$ cat config.mk
export PLATFORM = sky130hd
export DESIGN_NAME = demux4_seq
export DESIGN_NICKNAME = d
export VERILOG_FILES = /design/src/rtl/demux4_seq.sv
export SDC_FILE = /design/constraint.sdc
export NUM_CORES = 1
export LEC_CHECK = 0
export CORE_AREA = 2 2 39 41
export DETAILED_ROUTE_END_ITERATION = 8
export DIE_AREA = 0 0 41 43
export HOLD_SLACK_MARGIN = 0.08
export PLACE_DENSITY = 0.7
export SKIP_CTS_REPAIR_TIMING = 1
export SYNTH_ARGS = -nofsm -noshare
export SYNTH_HDL_FRONTEND = slang
export SYNTH_SLANG_ARGS = --single-unit
$ cat constraint.sdc
create_clock -name clk -period 2.09 [get_ports clk]
set_clock_uncertainty 0.2 [all_clocks]
set_input_delay 0.5225 -clock clk [delete_from_list [all_inputs] [get_ports clk]]
set_output_delay 0.5225 -clock clk [all_outputs]
set_load 0.005 [all_outputs]
$ cat src/rtl/demux4_seq.sv
// Registered 1-to-4 demultiplexer: one input stream steered to four channels,
// each with a one-entry holding register and its own valid/ready handshake.

module demux4_chan #(
  parameter int WIDTH = 1
) (
  input  logic             clk,
  input  logic             rst,
  input  logic             load,
  input  logic [WIDTH-1:0] din,
  input  logic             ready,
  output logic [WIDTH-1:0] dout,
  output logic             valid,
  output logic             acc
);
  // A full slot being drained this cycle can take new data in the same cycle.
  assign acc = !valid || ready;

  always_ff @(posedge clk) begin
    if (rst) begin
      dout  <= '0;
      valid <= 1'b0;
    end else if (load) begin
      dout  <= din;
      valid <= 1'b1;
    end else if (valid && ready) begin
      valid <= 1'b0;
    end
  end
endmodule

module demux4_seq #(
  parameter int WIDTH = 1
) (
  input  logic             clk,
  input  logic             rst,
  input  logic [WIDTH-1:0] in,
  input  logic             in_valid,
  output logic             in_ready,
  input  logic             sel1,
  input  logic             sel0,
  input  logic             auto_en,
  output logic [WIDTH-1:0] out0,
  output logic [WIDTH-1:0] out1,
  output logic [WIDTH-1:0] out2,
  output logic [WIDTH-1:0] out3,
  output logic             valid0,
  output logic             valid1,
  output logic             valid2,
  output logic             valid3,
  input  logic             ready0,
  input  logic             ready1,
  input  logic             ready2,
  input  logic             ready3,
  output logic [1:0]       ptr
);
  localparam int NUM_LANES = 4;

  logic [1:0]                      s;
  logic                            xfer;
  logic [NUM_LANES-1:0]            acc, load, vld, rdy;
  logic [NUM_LANES-1:0][WIDTH-1:0] dat;

  assign s        = auto_en ? ptr : {sel1, sel0};
  assign in_ready = acc[s];
  assign xfer     = in_valid && in_ready;
  assign rdy      = {ready3, ready2, ready1, ready0};

  for (genvar k = 0; k < NUM_LANES; k++) begin : g_lane
    assign load[k] = xfer && (s == 2'(k));

    demux4_chan #(.WIDTH(WIDTH)) u_chan (
      .clk   (clk),
      .rst   (rst),
      .load  (load[k]),
      .din   (in),
      .ready (rdy[k]),
      .dout  (dat[k]),
      .valid (vld[k]),
      .acc   (acc[k])
    );
  end

  assign {out3, out2, out1, out0}         = dat;
  assign {valid3, valid2, valid1, valid0} = vld;

  // Pointer only moves on accepted transfers made in auto mode.
  always_ff @(posedge clk) begin
    if (rst)                 ptr <= 2'd0;
    else if (xfer && auto_en) ptr <= ptr + 2'd1;
  end
endmodule

==> tab_implementation.tex <==
\begin{tabular}{lr}
\hline
Metric & Value \\
\hline
\multicolumn{2}{l}{\textbf{Power and ir drop}} \\
\quad Static leakage power & $\sim$0.00042 µW \\
\quad Total power per unit cell area & between 500 and 600 nW/µm² \\
\quad Sw Ratio & 0.2461 \\
\quad Final total power & $\sim$440 µW \\
\quad Switching component of the power & between 100 and 150 µW \\
\quad Maximum vdd drop & between 0.2 and 0.3 mV \\
\quad Clock group share of total power & 0.294 \\
\quad Sequential share of power & 0.469 \\
\quad Internal portion of total power & about 330 µW \\
\quad Combinational Power Share & 0.237 \\
\multicolumn{2}{l}{\textbf{Die}} \\
\quad Standard-cell row count & 14 \\
\quad Effective utilization at floorplan & 0.3373 \\
\quad Floorplan Core Area & between 1000 and 1500 µm² \\
\quad I/O pin count & 22 \\
\quad Die boundary height & between 40 and 50 µm \\
\quad Die W & approximately 41 µm \\
\quad Die Footprint & 1763 µm² \\
\multicolumn{2}{l}{\textbf{Place}} \\
\quad HPWL after detailed placement & roughly 890 µm \\
\quad Routability congestion estimate & between 0.6 and 0.7 \\
\quad Post-Place Cells & 95 \\
\quad Placed inst area & slightly below 800 µm² \\
\quad Input/output buffers & 21 \\
\multicolumn{2}{l}{\textbf{Logic synthesis}} \\
\quad Count of state elements after synthesis & 10 \\
\quad Register area share after synthesis & 0.4290 \\
\quad Nets in the synthesized netlist & 60 \\
\quad Cell count after synthesis & slightly below 50 \\
\quad Area of the mapped netlist & $\sim$470 µm² \\
\quad Avg Inst Size Synth & between 9 and 10 µm² \\
\quad Count of synthesis-stage warnings from yosys & 0 \\
\quad Number of unique standard cell types used by synthesis & 17 \\
\multicolumn{2}{l}{\textbf{Job}} \\
\quad \# Max-Cap Violations & 0 \\
\multicolumn{2}{l}{\textbf{Finish}} \\
\quad FF/Latch Area & around 200 µm² \\
\quad Number of diodes & 0 \\
\quad Fraction of layout instances using a drive strength above 1 & 0.3256 \\
\quad Final std cells w/o fill & around 100 \\
\quad Final std cell area, no fill & 874.6 µm² \\
\quad Area delta synth->final & 87.40\% \\
\quad Filler Cell Count & around 120 \\
\quad Area taken by multi-input logic gates & around 300 µm² \\
\quad Final Net Count & 99 \\
\quad Final cell utilization of the core & 0.6320 \\
\multicolumn{2}{l}{\textbf{Detailed routing}} \\
\quad Met2 WL & roughly 630 µm \\
\quad Met3 routed wirelength & 72 µm \\
\quad Number of DRC markers after the initial detailed-route iteration & 8 \\
\quad Total Wirelength & between 1 and 1.5 mm \\
\quad Vias & 518 \\
\quad Max layer used & met4 \\
\quad Wirelength per Cell & between 10 and 15 µm \\
\quad 1st-pass router iterations & 4 \\
\quad Drt drc & 0 \\
\quad Antenna-violating nets left & 0 \\
\quad Vias per std cell & approximately 5.1 \\
\quad Post-Route M1 WL & 569 µm \\
\multicolumn{2}{l}{\textbf{Setup path}} \\
\quad Crit Path Class & in -> out \\
\quad Slowest library cell on the worst path & sky130\_fd\_sc\_hd\_\_mux2\_4 \\
\quad Maximum fanout count along the critical path & 4 \\
\quad Maximum cell stage delay along the critical path & around 340 ps \\
\quad Data arrival, critical path & 1450 ps \\
\quad Sequence of cells on the critical path & buf\_8, mux2\_4, mux2i\_4, mux2i\_1, buf\_2 \\
\quad Count of buffering cells on the critical path with inverters included & 2 \\
\quad Startpoint class of the critical path & input port \\
\quad Critical path required time & $\sim$1400 ps \\
\quad Capturing element type of the critical path & output pin \\
\quad Family with the most delay on the worst path & multiplexers \\
\multicolumn{2}{l}{\textbf{Timing}} \\
\quad Final period utilization & 1.040 \\
\quad Transition time at the pin with the least slew margin & $\sim$340 ps \\
\quad Final worst slack & -83.65 ps \\
\quad Final Hold Violating Endpoints & 0 \\
\quad Post-Route Hold Slack & $\sim$300 ps \\
\quad Total setup violations reported at the end of the flow & 1 \\
\quad Unrepaired setup endpoints after global routing & true \\
\quad Fmax & 460.1 MHz \\
\quad Period minus WS final & 2174 ps \\
\quad Relative max-transition margin & 0.7731 \\
\quad Max-slew violation count & 0 \\
\multicolumn{2}{l}{\textbf{Global route}} \\
\quad Global-route wire length before repair & roughly 1.7 mm \\
\quad Pin count of the biggest net entering global routing & 11 \\
\quad Grt ovf & 0 \\
\quad Antenna violations before repair & 0 \\
\quad Overall Global Routing Usage & 0.1477 \\
\quad Vias in the first global route & 448 \\
\multicolumn{2}{l}{\textbf{CTS}} \\
\quad H-tree lvl count & 1 \\
\quad CTS tree & yes \\
\quad Cell at the root of the clock tree & sky130\_fd\_sc\_hd\_\_clkbuf\_4 \\
\quad Clock latency reported for the late side of the worst-skew pair & about 270 ps \\
\quad Clock input transition at the sequential cells of the worst setup and hold paths & approximately 60 ps \\
\quad Number of buffers on the longest clock path & 2 \\
\quad CTS Buf Count & 3 \\
\quad Clock sink count & 10 \\
\multicolumn{2}{l}{\textbf{Outcome}} \\
\quad Violated checks & negative setup slack \\
\quad Result of the run & finished with violations \\
\multicolumn{2}{l}{\textbf{Hold path}} \\
\quad Worst min path class & reg -> reg \\
\hline
\end{tabular}
-- cells in the mapped netlist --
cell type,count,area [µm²]
sky130_fd_sc_hd__dfxtp_1,10,200.2
sky130_fd_sc_hd__mux2i_1,9,90.09
sky130_fd_sc_hd__a21oi_1,6,30.03
sky130_fd_sc_hd__nand2b_1,4,25.02
sky130_fd_sc_hd__nand4_1,4,25.02
sky130_fd_sc_hd__nor2_1,4,15.01
sky130_fd_sc_hd__nand3_1,2,10.01
sky130_fd_sc_hd__buf_1,1,3.750
sky130_fd_sc_hd__buf_4,1,7.510
sky130_fd_sc_hd__inv_1,1,3.750
sky130_fd_sc_hd__mux2_2,1,11.26
sky130_fd_sc_hd__mux2_4,1,15.01
sky130_fd_sc_hd__nand2_1,1,3.750
sky130_fd_sc_hd__o21ai_0,1,5.000
sky130_fd_sc_hd__o31ai_1,1,7.510
sky130_fd_sc_hd__or3_1,1,6.260
sky130_fd_sc_hd__or4_1,1,7.510
-- registers in the layout (all words and copies together) (netlist names) --
signal               cells
ptr                      2
g_lane.u_chan.dout       4
g_lane.u_chan.valid      4
-- cell families after synthesis --
kind of cell	after synthesis	share of synthesized area
and+or+nand+nor	17	0.1984
muxes	11	0.2493
DFF	10	0.4290
AOI/OAI and AO/OA	8	0.09115
buffers and inverters	3	0.03216
-- worst min-delay path, cell delays in order (launching register included) --
cell	delay (ps)
sky130_fd_sc_hd__dfxtp_1	330
sky130_fd_sc_hd__mux2i_1	70
sky130_fd_sc_hd__nor2_1	70
-- metal layers --
metal,track usage,up-vias
li1,-,256
met1,0.1677,232
met2,0.2125,25
met3,0.03141,5
met4,0.1400,0
met5,0,-
-- stage by stage --
stage	worst slack, ps	setup TNS [ps]
final	-83.65	-83.65
after global routing	-107.9	-107.9
after CTS	-886.1	-1116
after detailed placement	-877.0	-2195
after global placement	-820.6	-1987
after floorplan	29.91	0
-- power by group through the flow --
| stage | clock network [µW] | registers [µW] | logic, µW |
|---|---|---|---|
| finish | 129 | 206 | 104 |
| floorplan | 0 | 209 | 36.4 |
| detailed placement | 0 | 208 | 93.9 |
| global route | 143 | 207 | 113 |
| global placement | 0 | 208 | 93.6 |
| CTS | 135 | 204 | 94.6 |
-- final cells by class --
type	count	share of cell area
Clock buffer	3	0.02575
Sequential cell	10	0.2289
Inverter	1	0.004292
Multi-Input combinational cell	36	0.3405
Tap cell	16	0.02289
Timing Repair Buffer	36	0.3777
-- placed cells by master, fill, tap and decap left out, types with 2 or more instances in the layout --
master                            netlist  routed
sky130_fd_sc_hd__a21oi_1                6       6
sky130_fd_sc_hd__buf_4                  1      15
sky130_fd_sc_hd__clkbuf_4               0       3
sky130_fd_sc_hd__clkdlybuf4s50_1        0      13
sky130_fd_sc_hd__dfxtp_1               10      10
sky130_fd_sc_hd__dlymetal6s2s_1         0       5
sky130_fd_sc_hd__mux2_4                 1       2
sky130_fd_sc_hd__mux2i_1                9       8
sky130_fd_sc_hd__nand2b_4               0       4
sky130_fd_sc_hd__nand3_1                2       2
sky130_fd_sc_hd__nand4_1                4       4
sky130_fd_sc_hd__nor2_1                 4       4
-- path summary, 6_finish.rpt --
check,startpoint,to,slack (ps),cells past startpoint
max reg2reg,ptr[1],ptr[1],130,6
max,auto_en,in_ready,-80,5
min reg2reg,g_lane[3].u_chan.dout,g_lane[3].u_chan.dout,300,2
min,g_lane[3].u_chan.dout,g_lane[3].u_chan.dout,300,2
No activity file was read; power rests on OpenSTA's default activity.
